## src/rtl/display_pager.sv

```systemverilog
`timescale 1ns/1ps
// -----------------------------------------------------------------------------
// display_pager
//
// Upstream feeder for the 8-digit seven-segment display driver. A wide result
// word (ciphertext, plaintext or key) is captured through a valid/ready
// handshake and held. The word is shown one PAGE_W-bit page at a time on
// `nibbles`. Pages advance on a debounced push-button press or on an
// auto-scroll timer.
//
// Ports:
//   clk       in   1       system clock
//   rst_n     in   1       synchronous active-low reset
//   in_data   in   DATA_W  result word to display
//   in_valid  in   1       in_data is valid
//   in_ready  out  1       block can accept in_data (rst_n & ~hold)
//   hold      in   1       refuse new data; paging still allowed
//   btn_next  in   1       raw asynchronous push-button, active-high
//   auto_en   in   1       enable auto-scroll
//   nibbles   out  PAGE_W  current page (page 0 = least-significant word)
//   page_idx  out  PW      index of the current page
//   loaded    out  1       at least one word accepted since reset
// -----------------------------------------------------------------------------
module display_pager #(
    parameter  int DATA_W      = 128,
    parameter  int PAGE_W      = 32,
    parameter  int DEB_CYCLES  = 50000,
    parameter  int AUTO_CYCLES = 100000000,
    localparam int NUM_PAGES   = DATA_W / PAGE_W,
    localparam int PW          = (NUM_PAGES > 1) ? $clog2(NUM_PAGES) : 1
) (
    input  logic              clk,
    input  logic              rst_n,
    input  logic [DATA_W-1:0] in_data,
    input  logic              in_valid,
    output logic              in_ready,
    input  logic              hold,
    input  logic              btn_next,
    input  logic              auto_en,
    output logic [PAGE_W-1:0] nibbles,
    output logic [PW-1:0]     page_idx,
    output logic              loaded
);

    localparam int DEB_W  = (DEB_CYCLES  > 1) ? $clog2(DEB_CYCLES)  : 1;
    localparam int AUTO_W = (AUTO_CYCLES > 1) ? $clog2(AUTO_CYCLES) : 1;

    localparam logic [DEB_W-1:0]  DEB_LAST  = DEB_W'(DEB_CYCLES - 1);
    localparam logic [AUTO_W-1:0] AUTO_LAST = AUTO_W'(AUTO_CYCLES - 1);
    localparam logic [PW-1:0]     PAGE_LAST = PW'(NUM_PAGES - 1);

    // Held word and paging state
    logic [DATA_W-1:0] data_q_r;
    logic [PW-1:0]     page_idx_r;
    logic              loaded_r;

    // Button path
    logic              sync1_r;
    logic              btn_s_r;
    logic              btn_db_r;
    logic              btn_db_d_r;
    logic [DEB_W-1:0]  deb_cnt_r;

    // Auto-scroll timer
    logic [AUTO_W-1:0] auto_cnt_r;

    // Combinational control
    logic              in_ready_s;
    logic              accept_s;
    logic              step_btn_s;
    logic              auto_active_s;
    logic              step_auto_s;
    logic              step_raw_s;
    logic              step_s;
    logic [PAGE_W-1:0] nibbles_s;

    // Ready is forced low during reset so nothing is accepted by an edge
    // that is also resetting the block.
    assign in_ready_s    = rst_n & ~hold;
    assign accept_s      = in_valid & in_ready_s;

    // Rising edge of the debounced level only; release never steps.
    assign step_btn_s    = btn_db_r & ~btn_db_d_r;

    assign auto_active_s = auto_en & loaded_r;
    assign step_auto_s   = auto_active_s & (auto_cnt_r == AUTO_LAST);

    // Both sources collapse into one step; a load in the same cycle wins.
    assign step_raw_s    = step_btn_s | step_auto_s;
    assign step_s        = step_raw_s & loaded_r & ~accept_s;

    // Page select. NUM_PAGES need not be a power of two, so the mux compares
    // against each legal index rather than using a variable part-select.
    always_comb begin
        nibbles_s = '0;
        for (int p = 0; p < NUM_PAGES; p++) begin
            nibbles_s = (page_idx_r == PW'(p)) ? data_q_r[p*PAGE_W +: PAGE_W] : nibbles_s;
        end
    end

    // Two-flop synchroniser for the asynchronous push-button
    always_ff @(posedge clk) begin
        if (!rst_n) begin
            sync1_r <= 1'b0;
            btn_s_r <= 1'b0;
        end else begin
            sync1_r <= btn_next;
            btn_s_r <= sync1_r;
        end
    end

    // Debouncer: the level must disagree for DEB_CYCLES consecutive cycles
    // before it is adopted; any agreement restarts the count.
    always_ff @(posedge clk) begin
        if (!rst_n) begin
            btn_db_r   <= 1'b0;
            btn_db_d_r <= 1'b0;
            deb_cnt_r  <= '0;
        end else begin
            btn_db_d_r <= btn_db_r;
            if (btn_s_r != btn_db_r) begin
                if (deb_cnt_r == DEB_LAST) begin
                    btn_db_r  <= btn_s_r;
                    deb_cnt_r <= '0;
                end else begin
                    deb_cnt_r <= deb_cnt_r + DEB_W'(1);
                end
            end else begin
                deb_cnt_r <= '0;
            end
        end
    end

    // Auto-scroll timer: restarts on load, on any step, and whenever idle,
    // so a button step also pushes the next auto step a full period out.
    always_ff @(posedge clk) begin
        if (!rst_n) begin
            auto_cnt_r <= '0;
        end else if (accept_s || !auto_active_s || step_raw_s) begin
            auto_cnt_r <= '0;
        end else begin
            auto_cnt_r <= auto_cnt_r + AUTO_W'(1);
        end
    end

    // Captured word, page index and loaded flag
    always_ff @(posedge clk) begin
        if (!rst_n) begin
            data_q_r   <= '0;
            page_idx_r <= '0;
            loaded_r   <= 1'b0;
        end else if (accept_s) begin
            data_q_r   <= in_data;
            page_idx_r <= '0;
            loaded_r   <= 1'b1;
        end else if (step_s) begin
            if (page_idx_r == PAGE_LAST) begin
                page_idx_r <= '0;
            end else begin
                page_idx_r <= page_idx_r + PW'(1);
            end
        end else begin
            page_idx_r <= page_idx_r;
        end
    end

    assign in_ready = in_ready_s;
    assign nibbles  = nibbles_s;
    assign page_idx = page_idx_r;
    assign loaded   = loaded_r;

    display_pager_checker #(
        .PW        (PW),
        .NUM_PAGES (NUM_PAGES)
    ) u_checker (
        .clk      (clk),
        .rst_n    (rst_n),
        .accept   (accept_s),
        .step_btn (step_btn_s),
        .page_idx (page_idx_r)
    );

endmodule

// -----------------------------------------------------------------------------
// display_pager_checker
//
// Structural invariants of display_pager. Not synthesised logic.
//
// Ports:
//   clk       in  1   system clock
//   rst_n     in  1   synchronous active-low reset
//   accept    in  1   word accepted this cycle
//   step_btn  in  1   debounced button pulse
//   page_idx  in  PW  current page index
// -----------------------------------------------------------------------------
module display_pager_checker #(
    parameter int PW        = 2,
    parameter int NUM_PAGES = 4
) (
    input logic          clk,
    input logic          rst_n,
    input logic          accept,
    input logic          step_btn,
    input logic [PW-1:0] page_idx
);

    localparam logic [PW-1:0] PAGE_LAST = PW'(NUM_PAGES - 1);

    // Page index never leaves the legal range
    a_page_range: assert property (@(posedge clk) disable iff (!rst_n)
        page_idx <= PAGE_LAST);

    // A load always lands on page 0
    a_accept_page0: assert property (@(posedge clk) disable iff (!rst_n)
        accept |=> (page_idx == '0));

    // Button step is a single-cycle pulse
    a_btn_pulse: assert property (@(posedge clk) disable iff (!rst_n)
        step_btn |=> !step_btn);

endmodule
```

## config.mk

```make
export PLATFORM = sky130hd
export DESIGN_NAME = display_pager
export DESIGN_NICKNAME = d
export VERILOG_FILES = /design/src/rtl/display_pager.sv
export SDC_FILE = /design/constraint.sdc
export NUM_CORES = 1
export LEC_CHECK = 0
export ABC_AREA = 1
export BUFFER_PORTS_ARGS = -buffer_cell sky130_fd_sc_hd__buf_4
export CORE_MARGIN = 3
export CORE_UTILIZATION = 45
export CTS_CLUSTER_SIZE = 14
export DETAILED_ROUTE_END_ITERATION = 16
export PLACE_DENSITY = 0.77
export SLEW_MARGIN = 15
export SYNTH_ARGS = -nofsm -noshare
export SYNTH_HDL_FRONTEND = slang
export SYNTH_HIERARCHICAL = 1
export SYNTH_SLANG_ARGS = --single-unit
```

## constraint.sdc

```tcl
create_clock -name clk -period 2.2 [get_ports clk]
set_clock_uncertainty 0.1 [all_clocks]
set_input_delay 0.44 -clock clk [delete_from_list [all_inputs] [get_ports clk]]
set_output_delay 0.44 -clock clk [all_outputs]
set_load 0.03 [all_outputs]
```

; ---- Yosys cells after proc, flatten, opt, wreduce, memory -nomap -nowiden
; Cells that the tools add are included.
[totals]
register_bits = 178
latchBits = 0
ram_bits = 0
romBits = 0
in_bits = 134
elab_cells = 44
n_memories = 0
[classes]
n_addsub = 3
multipliers = 0
div_mod_pow = 0
n_lt_le_gt_ge = 0
n_eq_ne = 6
shifts = 0
muxes = 5
bitwise_logic = 13
n_reduce_logical = 8
[op_table]
columns = operator, count
row1 = 32-bit two-way mux, 4
row2 = "27-bit by 1-bit adder with 27-bit output, second input constant", 1
row3 = "27-bit equality test, second input constant", 1
row4 = "16-bit by 1-bit adder with 16-bit output, second input constant", 1
row5 = "16-bit equality test, second input constant", 1
row6 = 1-bit bitwise AND, 7
row7 = 1-bit NOT, 5
row8 = "2-bit equality test, second input constant", 2
row9 = 2-bit OR reduction, 2
row10 = 3-bit OR reduction, 1
row11 = "2-bit by 1-bit adder with 2-bit output, second input constant", 1
row12 = "2-bit by 1-bit equality test with 1-bit output, second input constant", 1
row13 = 2-bit logical NOT, 1
row14 = 1-bit logical OR, 2
row15 = 2-bit two-way mux, 1
row16 = 2-bit AND reduction, 1
row17 = 1-bit logical NOT, 1
row18 = 1-bit inequality test, 1
row19 = 1-bit bitwise OR, 1

; ---- Longest topological paths before layout
; Gate-level depths: netlist of the first run.
[depth]
depth_word = 6
mapped_depth = 11
ltp_nobuf = 11

; ---- Worst setup path after synthesis of the first run
; OpenSTA, ideal clock, no wires.
[synth_path]
path_kind = register to output
startpoint = reg page_idx_r[1], in the netlist page_idx[1]
endpoint = out nibbles[10]
arrival_time_ns = 1.852
required_ns = 1.660
path_slack_ns = -0.192
stages_incl_launch_ff = 8
cell_sequence = dfxtp_1 inv_1 ha_1 buf_2 clkbuf_1 o31ai_1 o211ai_1 o21ai_0
[synth_between]
elab_chain_cells = 5
word_cells_on_any_way = 8
cone_classes = eq/ne (3) / mux (4) / reduce/logical (1)
[synth_lines]
columns = element, line
row1 = from (decl), 54  ; logic [PW-1:0] page_idx_r;
row2 = from (signal assigned), 160  ; page_idx_r <= page_idx_r + PW'(1);
row3 = from (signal assigned), 163  ; page_idx_r <= page_idx_r;
row4 = 2-bit logical NOT, 97  ; nibbles_s = (page_idx_r == PW'(p)) ? data_q_r[p*PAGE_W +: PAGE_W] : nibbles_s;
row5 = 32-bit two-way mux (3 in series), 97
row6 = 32-bit two-way mux (*), 97
row7 = to (decl), 40  ; output logic [PAGE_W-1:0] nibbles,
; Mark *: on every way between the ends. The rest lies on a longest branch, timed or not.

; ---- Worst setup path in the final report of the first run
[layout_path]
startpoint = reg page_idx_r[1], in the netlist page_idx[1]
endpoint = out nibbles[12]
; The elaborated chain is that of the path after synthesis.

==> results.json, run 1 <==
{
  "violations": "setup timing",
  "antenna_found_initial": 0,
  "yosys-top-cells-area": "dfxtp_1, a32o_1, o21ai_0",
  "post-route-util": 0.652,
  "slew_violations": 0,
  "clk_pin_slew_ps": 60,
  "leakagePower_nw": 4.03,
  "die_y_microns": 137,
  "synth-compound-area-share": 0.247,
  "clock_latency_ps": 420,
  "path_cells": "inv_4, ha_4, clkbuf_16, o31ai_2, o211ai_1, o21ai_2, buf_6",
  "dp_slack_ps": 39.1,
  "synthAdderAreaFrac": 0.00978,
  "synth.largest_area_cell": "dfxtp_1",
  "worstHoldStart": "btn_next",
  "place_area_sq_mm": 0.00930,
  "row_count": 47,
  "synth-xor-area-share": 0.0183,
  "yosys.area_share.simple": 0.161,
  "core_area_sq_mm": 0.0166,
  "pwr-share-comb": 0.106,
  "fin_ws_ps": -313,
  "worstMarginPinSlew_ps": 610,
  "grt_max_degree": 129,
  "drt-total-wl_microns": 23100,
  "die_area_sq_mm": 0.0187,
  "htree_levels": 4,
  "min_path_cells": 3,
  "synth_top_family_by_area": "compound AO/OA/AOI/OAI gates",
  "avgSynthCellArea_sq_um": 8.12,
  "fin_crit_sh": 1.14,
  "critPathMaxFanout": 8,
  "clkPwrFrac": 0.426,
  "vias_per_cell": 5.54,
  "num-fill-cells": 1329,
  "area_growth_pct": 41.5,
  "p_int_w": 0.00552,
  "clock-root-buffer": "clkbuf_16",
  "grt_setup_unrepaired": "true",
  "synth_most_common_cell": "dfxtp_1",
  "end_kind": "output pin",
  "final_layout_size_suffix_gt1_frac": 0.306,
  "synth_edf_count": 0,
  "synthArstFlopShare": 0,
  "finalHoldViolCount": 0,
  "yosys_warnings": 6,
  "io_pins": 170,
  "ant_nets": 0,
  "drv_cap": 0,
  "min_period_ps": 2510,
  "diodes": 0,
  "clkSinkCount": 178,
  "fin_nets": 1234,
  "drtIter0Drc": 578,
  "synth_fp_nets": 1085,
  "design_area_sq_mm": 0.0109,
  "start_util": 0.461,
  "overflow": 0,
  "ff2ff_path_depth": 9,
  "grt_usage": 0.232,
  "num_vias": 7354,
  "cp.required_ps": 1660,
  "regToRegSetupSlack_ps": 340,
  "holdPathEnd": "sync1_r",
  "cts-hold-fix-buffers": 0,
  "crit_slowest_cell": "dfxtp_4",
  "firstDrtPassIters": 6,
  "setup_viol": 32,
  "grt_pass1_wl_microns": 34600,
  "vdd_drop_max_uv": 609,
  "cts_buffer_depth": 2,
  "synth_top_cells_by_count": "dfxtp_1, inv_1, o21ai_0, nand2_1, nand3_1",
  "synth_top_area_frac": 0.464,
  "yosys.cell_types.count": 30,
  "gp_congestion": 0.863,
  "start_kind": "register",
  "slew-limit-headroom": 0.593,
  "power_density_mw_per_mm2": 672,
  "fp.dieW_microns": 137,
  "remaining_drc_errors": 0,
  "grt_pass1_vias": 6981,
  "power_switching_w": 0.00178,
  "seq_power_share": 0.468,
  "reg2reg_from": "auto_cnt_r[0]",
  "syn_inst": 945,
  "fmax_mhz": 398,
  "reg2reg_to": "auto_cnt_r[2]",
  "min_path_type": "in -> reg",
  "wl_per_cell_microns": 17.4,
  "critPathMaxStageDelay_ps": 380,
  "tritoncts": "done",
  "status": "finished, violations left",
  "portBuffers": 169,
  "cts_made_buffers": 17,
  "swShare": 0.244,
  "synth.area.mux_share": 0,
  "ys.flop_type": "dfxtp_1",
  "criticalPathCategory": "reg -> out",
  "hpwl_microns": 14400,
  "synth-seq-area-share": 0.464,
  "mappedNetlistArea_sq_mm": 0.00767,
  "arrival_ps": 1970,
  "ys_ff_latch": 178
}
==> worst max-delay path by stage <==
stage                start           to  slack (ps)  cells past startpoint
2_1_floorplan  page_idx[1]  nibbles[23]         100                      7
3_3_place_gp   page_idx[0]  nibbles[24]          50                      8
3_5_place_dp   page_idx[0]  nibbles[24]          40                      8
4_1_cts        page_idx[1]  nibbles[20]        -280                      7
5_1_grt        page_idx[1]  nibbles[12]        -390                      7
6_report       page_idx[1]  nibbles[12]        -310                      7
==> worst max-delay path: cells and delay by family, from the launching register on <==
kind / cells / cell delay (ps)
AO/OA/AOI/OAI: 3 / 540
adder cells (fa/ha/maj): 1 / 230
buffers and inverters: 3 / 390
flip-flops: 1 / 380
==> power by group through the flow <==
stage | Clock (W) | Combinational, W | Sequential [W]
finish | 0.00311 | 0.000775 | 0.00341
global route | 0.00328 | 0.000833 | 0.00343
CTS | 0.00316 | 0.000755 | 0.00341
detailed placement | 0 | 0.000705 | 0.00348
global placement | 0 | 0.000699 | 0.00347
floorplan | 0 | 0.000382 | 0.00346
==> kinds of logic (layout without fill, tap and decap cells) <==
| logic type | count (synthesis) | in the layout |
|---|---|---|
| compound gates | 283 | 283 |
| fa+ha+maj | 6 | 6 |
| xor+xnor | 16 | 16 |
| simple gates | 275 | 275 |
| buf+inv | 187 | 349 |
| flops | 178 | 178 |
==> metal layers <==
layer | GRT usage | wire, microns | vias to the layer above
met5 | 0 | 0 | -
met4 | 0.0739 | 548 | 0
met3 | 0.0596 | 1690 | 34
met2 | 0.366 | 10900 | 272
met1 | 0.313 | 9970 | 3448
li1 | - | - | 3600
==> through the flow <==
step / total power [W] / std cells / hold slack (ps) / setup TNS [ps]
after floorplan: 0.00385 / 945 / 290 / 0
final: 0.00730 / 1327 / 102 / -8020
after global routing: 0.00754 / 1327 / 118 / -10230
after detailed placement: 0.00418 / 1283 / 311 / 0
after CTS: 0.00733 / 1319 / 78.2 / -7090
after global placement: 0.00417 / 1283 / 301 / 0
==> cells in the final DEF (no fill, tap or decap), types with 12 or more instances in the layout <==
cell and n:
a21oi_1 29, a21oi_4 18, a32o_1 64, buf_12 13, buf_4 144, buf_6 35, clkbuf_16 22, dfxtp_1 176
inv_1 111, nand2_1 87, nand3_1 81, nor2_1 71, nor3_1 12, o211ai_1 32, o21ai_0 71, o21ai_2 32
o31ai_2 12, o31ai_4 18
==> sequential cells by signal (all words and copies together), names as in the netlist <==
register,flops
auto_cnt_r,27
loaded,1
sync1_r,1
btn_db_r,1
page_idx,2
data_q_r,128
deb_cnt_r,16
btn_db_d_r,1
btn_s_r,1
==> area by class of cell <==
cell class / count / area, sq um / area share
timing repair buffer: 198 / 1890 / 0.174
clock buffer: 20 / 467 / 0.0430
inverter: 119 / 459 / 0.0423
sequential: 178 / 3570 / 0.329
multi-input combinational: 580 / 4050 / 0.373
tap: 220 / 275 / 0.0254
clock inverter: 12 / 146 / 0.0135
==> repair_timing <==
action	in CTS	in global routing
buffers inserted	3	0
setup endpoints to repair	32	32
pin swaps	7	22
cloned	1	8
resized for setup	104	41
No activity file was read; power rests on OpenSTA's default activity.
==> run 2, diff against run 1 <==
--- a/config.mk
+++ b/config.mk
@@ -11,6 +11,7 @@
 export CORE_UTILIZATION = 45
 export CTS_CLUSTER_SIZE = 14
 export DETAILED_ROUTE_END_ITERATION = 16
+export GPL_TIMING_DRIVEN = 0
 export PLACE_DENSITY = 0.77
 export SLEW_MARGIN = 15
 export SYNTH_ARGS = -nofsm -noshare
==> run 2 against run 1 <==
Against the previous run:
- the run still ends with setup timing left
- fmax down 3.6%
- critical path depth is 2 higher
- critical path type unchanged
- via count rose by 9.9%
==> results.json, run 2 (synthesis results as in run 1) <==
{
  "ant_nets": 0,
  "power_switching_w": 0.00187,
  "crit_slowest_cell": "dfxtp_4",
  "seq_power_share": 0.485,
  "io_pins": 170,
  "biggestRegsByFlops": "data_q_r (128), auto_cnt_r (27), deb_cnt_r (16)",
  "fp.dieW_microns": 137,
  "wl_per_cell_microns": 19.8,
  "fin_crit_sh": 1.18,
  "final_common_cell": "dfxtp_1",
  "largest_register": "data_q_r",
  "critPathMaxStageDelay_ps": 380,
  "tritoncts": "done",
  "grt_pass1_wl_microns": 41400,
  "finalHoldViolCount": 0,
  "final_cell_mix": "dfxtp_1, buf_4, inv_1",
  "clock-root-buffer": "clkbuf_16",
  "setup_viol": 32,
  "portBuffers": 169,
  "largest_register_ff_count": 128,
  "slew-limit-headroom": 0.536,
  "row_count": 47,
  "die_area_sq_mm": 0.0187,
  "fin_ws_ps": -406,
  "cts_buffer_depth": 2,
  "power_density_mw_per_mm2": 623,
  "leakagePower_nw": 4.19,
  "clock_latency_ps": 430,
  "pwr-share-comb": 0.120,
  "worstMarginPinSlew_ps": 696,
  "hpwl_microns": 17300,
  "whs_ps": 89.6,
  "end_kind": "output pin",
  "antenna_found_initial": 0,
  "core_area_sq_mm": 0.0166,
  "swShare": 0.265,
  "grt_usage": 0.288,
  "final_layout_size_suffix_gt1_frac": 0.320,
  "start_kind": "register",
  "drtIter0Drc": 868,
  "design_area_sq_mm": 0.0113,
  "status": "finished, violations left",
  "cts_made_buffers": 17,
  "arrival_ps": 2070,
  "slew_violations": 0,
  "htree_levels": 4,
  "drv_cap": 0,
  "clk_pin_slew_ps": 70,
  "vias_per_cell": 5.86,
  "overflow": 0,
  "clkPwrFrac": 0.395,
  "violations": "setup timing",
  "criticalPathCategory": "reg -> out",
  "cp.required_ps": 1660,
  "critPathMaxFanout": 5,
  "path_cells": "inv_4, ha_4, buf_12, clkbuf_16, a21oi_4, o31ai_4, o211ai_1, o21ai_2, buf_6",
  "place_area_sq_mm": 0.00934,
  "fin_total_pwr_w": 0.00707,
  "fin_nets": 1285,
  "num_vias": 8081,
  "p_int_w": 0.00520,
  "min_path_type": "in -> reg",
  "grt_setup_unrepaired": "true",
  "drt-total-wl_microns": 27300,
  "grt_pass1_vias": 7894,
  "area_growth_pct": 47.8,
  "remaining_drc_errors": 0,
  "fmax_mhz": 384,
  "start_util": 0.461,
  "firstDrtPassIters": 6,
  "clkSinkCount": 178,
  "die_y_microns": 137,
  "vdd_drop_max_uv": 707,
  "gp_congestion": 0.921,
  "min_period_ps": 2610,
  "grt_max_degree": 17
}
-- run 2: timing repair --
action                                  in CTS  in global routing
setup buffers                                3                  0
gates resized for setup                    238                 12
pin swaps                                   58                  9
endpoints found under the setup margin      32                 39
endpoints found under the hold margin        0                  0
hold buffers                                 0                  0
gates cloned                                 8                  2
-- run 2: stage by stage --
| step | util | cells | setup TNS (ps) | setup WS [ps] |
|---|---|---|---|---|
| 3_3_place_gp | 0.561 | 1334 | -5240 | -232 |
| 6_report | 0.682 | 1379 | -11260 | -406 |
| 3_5_place_dp | 0.561 | 1334 | -6190 | -250 |
| 5_1_grt | 0.681 | 1378 | -12740 | -450 |
| 4_1_cts | 0.676 | 1376 | -9810 | -332 |
| 2_1_floorplan | - | 945 | 0 | 97.0 |
-- run 2: worst max-delay path, delay by kind of cell, from the launching register on --
kind	cells	cell delay, ps
AOI/OAI and AO/OA	4	510
DFF	1	380
adders and majority gates	1	200
buffers and inverters	4	530
-- run 2: power groups by stage --
stage	registers [W]	clock network (W)	logic (W)
2_1_floorplan	0.00346	0	0.000382
3_3_place_gp	0.00347	0	0.000736
3_5_place_dp	0.00348	0	0.000745
4_1_cts	0.00342	0.00281	0.000824
5_1_grt	0.00344	0.00293	0.000904
6_report	0.00343	0.00279	0.000850
-- run 2: area by class of cell --
type,instances,area (sq um)
Sequential cell,178,3570
Clock buffer,17,425
Tap cell,220,275
Multi-Input combinational cell,580,4290
Buffer,67,564
Clock inverter,15,109
Antenna cell,1,2.50
Fill cell,1193,5300
Timing Repair Buffer,182,1640
Inverter,119,459
-- run 2: path summary, 6_finish.rpt --
check                startpoint        endpoint  slack [ps]  cells past startpoint
setup / recovery    page_idx[1]     nibbles[14]        -410                      9
hold / removal         btn_next         sync1_r          90                      3
setup reg to reg  auto_cnt_r[0]  auto_cnt_r[18]         230                      9
hold reg to reg         sync1_r         btn_s_r         340                      2
-- run 2: layer usage --
metal  share of wire  track usage  vias to the layer above
met4           0.049        0.143                        0
met5               0            0                        -
met3           0.091       0.0868                       96
li1                -            -                     3716
met1            0.39        0.363                     3844
met2            0.47        0.450                      425
==> run 3, diff against run 2 <==
--- a/config.mk
+++ b/config.mk
@@ -5,7 +5,6 @@
 export SDC_FILE = /design/constraint.sdc
 export NUM_CORES = 1
 export LEC_CHECK = 0
-export ABC_AREA = 1
 export BUFFER_PORTS_ARGS = -buffer_cell sky130_fd_sc_hd__buf_4
 export CORE_MARGIN = 3
 export CORE_UTILIZATION = 45
==> run 3 against run 2 <==
Against the previous run:
- the flow still finishes with violations (setup timing)
- sequential cell count unchanged
- total power increased by 3.8%
- critical path type unchanged
- cell count increased by 7.1%
- non-clock buffer count increased by 3
- via count increased by 0.20%
- global-route usage decreased by 3.3 points
- first-iteration DRC count decreased by 26%
- register-to-register slack got worse by 160 ps
- fmax increased by 0.91%
- count of clock-buffer cells in the layout increased by 4
==> results.json, run 3 <==
{
  "status": "finished, violations left",
  "violations": "setup timing",
  "ant_nets": 0,
  "largest_register_ff_count": 128,
  "synth-seq-area-share": 0.458,
  "io_pins": 170,
  "slew-limit-headroom": 0.502,
  "synth_edf_count": 0,
  "yosys.cell_types.count": 42,
  "path_cells": "inv_4, ha_4, clkbuf_8, nand3b_1, a21oi_2, a21oi_2, o21ai_2, buf_6",
  "ys_ff_latch": 178,
  "core_area_sq_mm": 0.0168,
  "clk_pin_slew_ps": 70,
  "syn_inst": 1048,
  "yosys.area_share.simple": 0.288,
  "power_switching_w": 0.00176,
  "synth_top_area_frac": 0.458,
  "p_int_w": 0.00558,
  "wl_per_cell_microns": 16.5,
  "grt_usage": 0.255,
  "critPathMaxFanout": 10,
  "grt_pass1_wl_microns": 37200,
  "clkSinkCount": 178,
  "drtIter0Drc": 645,
  "row_count": 47,
  "num-fill-cells": 1513,
  "leakagePower_nw": 3.93,
  "start_kind": "register",
  "clock_latency_ps": 440,
  "synth_top_family_by_area": "simple AND/OR/NAND/NOR gates",
  "synthArstFlopShare": 0,
  "die_y_microns": 138,
  "clkPwrFrac": 0.433,
  "cts_made_buffers": 17,
  "fin_crit_sh": 1.17,
  "worstMarginPinSlew_ps": 747,
  "area_growth_pct": 36.5,
  "htree_levels": 4,
  "slew_violations": 0,
  "overflow": 0,
  "regToRegSetupSlack_ps": 70,
  "crit_path_end": "nibbles[18]",
  "power_density_mw_per_mm2": 690,
  "crit_slowest_cell": "dfxtp_4",
  "ff2ff_path_depth": 4,
  "biggestRegsByFlops": "data_q_r (128), auto_cnt_r (27), deb_cnt_r (16)",
  "final_common_cell": "nand2_1",
  "path_common_cell": "a21oi_2",
  "vias_per_cell": 5.48,
  "largest_register": "data_q_r",
  "tritoncts": "done",
  "synth.area.mux_share": 0.00129,
  "ff_latch_area_sq_mm": 0.00357,
  "diodes": 0,
  "hpwl_microns": 17600,
  "reg2reg_to": "btn_db_r",
  "reg2reg_from": "deb_cnt_r[11]",
  "synth-compound-area-share": 0.175,
  "fp.dieW_microns": 138,
  "criticalPathCategory": "reg -> out",
  "finalHoldViolCount": 0,
  "vdd_drop_max_uv": 599,
  "post-route-util": 0.634,
  "cts-hold-fix-buffers": 0,
  "clock-root-buffer": "clkbuf_16",
  "cp.depth": 8,
  "antenna_found_initial": 0,
  "portBuffers": 169,
  "num_vias": 8097,
  "critPathMaxStageDelay_ps": 380,
  "crit_buf_inv": 3,
  "multi_input_area_sq_mm": 0.00424,
  "min_period_ps": 2580,
  "swShare": 0.240,
  "cts_buffer_depth": 2,
  "setup_viol": 32,
  "critical_path.top_delay_family": "compound AO/OA/AOI/OAI gates",
  "ys.flop_type": "dfxtp_1",
  "drt-total-wl_microns": 24300,
  "drv_cap": 0,
  "synth-xor-area-share": 0.0281,
  "synth.largest_area_cell": "dfxtp_1",
  "end_kind": "output pin",
  "grt_max_degree": 17,
  "min_path_type": "in -> reg",
  "final_cell_mix": "nand2_1, dfxtp_1, buf_4",
  "mappedNetlistArea_sq_mm": 0.00779,
  "avgSynthCellArea_sq_um": 7.43,
  "yosys_warnings": 6,
  "firstDrtPassIters": 6,
  "cp.required_ps": 1660,
  "grt_pass1_vias": 7469,
  "arrival_ps": 2040,
  "pwr-share-comb": 0.100,
  "timing.critical_path.from": "page_idx[1]",
  "fin_ws_ps": -382,
  "fmax_mhz": 387,
  "final_layout_size_suffix_gt1_frac": 0.262,
  "gp_congestion": 0.868,
  "seq_power_share": 0.467,
  "start_util": 0.465,
  "yosys-top-cells-area": "dfxtp_1, nand2_1, o21ai_0",
  "synth_fp_nets": 1188,
  "fin_nets": 1384,
  "worstHoldStart": "in_data[7]",
  "dp_slack_ps": -560,
  "synth_top_cells_by_count": "nand2_1, dfxtp_1, o21ai_0, a21oi_1, clkbuf_1",
  "synth_most_common_cell": "nand2_1",
  "grt_setup_unrepaired": "true",
  "die_area_sq_mm": 0.0189,
  "remaining_drc_errors": 0,
  "whs_ps": 95.7,
  "synthAdderAreaFrac": 0.00964
}
## run 3: cell types whose count changed after synthesis, sizes merged, moves of 16 or more
cell / delta
nand3: -65
inv: -111
clkbuf: +16
a21oi: +26
o211ai: -31
o21ai: +62
nand2: +248
a32o: -64
nand3b: +29
nor2: -43
o31ai: -23
## run 3: routing by layer
metal,part of all wire,track usage,vias to the layer above,wire [microns]
met4,0.022,0.0937,0,533
met3,0.086,0.0727,41,2090
li1,-,-,3951,-
met5,0,0,-,0
met2,0.46,0.408,329,11300
met1,0.43,0.328,3776,10500
## run 3: power by group through the flow
stage / clock network (W) / registers, W / logic, W
floorplan: 0 / 0.00348 / 0.000325
global route: 0.00336 / 0.00343 / 0.000792
detailed placement: 0 / 0.00349 / 0.000676
CTS: 0.00321 / 0.00342 / 0.000723
finish: 0.00318 / 0.00342 / 0.000733
global placement: 0 / 0.00349 / 0.000670
## run 3: final cells by class
class,count,area share
Buffer,73,0.0386
Timing Repair Buffer,179,0.139
Clock inverter,11,0.0144
Inverter,8,0.00330
Sequential cell,178,0.336
Tap cell,220,0.0259
Multi-Input combinational cell,787,0.399
Clock buffer,21,0.0443
## run 3: worst min-delay path, stage by stage
cell and delay (ps):
buf_4 80, nand2_1 30, o21ai_0 50
## run 3: logic make-up after synthesis
| logic type | after synthesis |
|---|---|
| AND/OR/NAND/NOR | 495 |
| AO/OA/AOI/OAI | 260 |
| flip-flops | 178 |
| buffers and inverters | 83 |
| XOR/XNOR | 25 |
| adder cells (fa/ha/maj) | 6 |
| multiplexers | 1 |
## run 3: how the worst min path moves through the flow
| stage | to | slack (ps) | depth (start not counted) |
|---|---|---|---|
| after floorplan | btn_s_r | 310 | 1 |
| after global placement | btn_s_r | 320 | 1 |
| after detailed placement | btn_s_r | 330 | 1 |
| after CTS | data_q_r[7] | 80 | 3 |
| after global routing | data_q_r[42] | 90 | 3 |
| final | data_q_r[7] | 100 | 3 |
## run 3: what timing repair did
action,CTS,global route
gates cloned,1,0
buffers inserted,5,4
setup endpoints to repair,79,95
gates resized for setup,130,28
pin swaps,24,22
## run 3: metrics by stage
step                power (W)  TNS (ps)  instance area [sq um]  instances
CTS                   0.00735     -9430                  10500       1473
global route          0.00758    -11620                  10600       1477
global placement      0.00416    -67500                   9460       1437
detailed placement    0.00417    -66780                   9460       1437
floorplan             0.00380     -1240                   7920       1048
finish                0.00734     -9380                  10600       1477
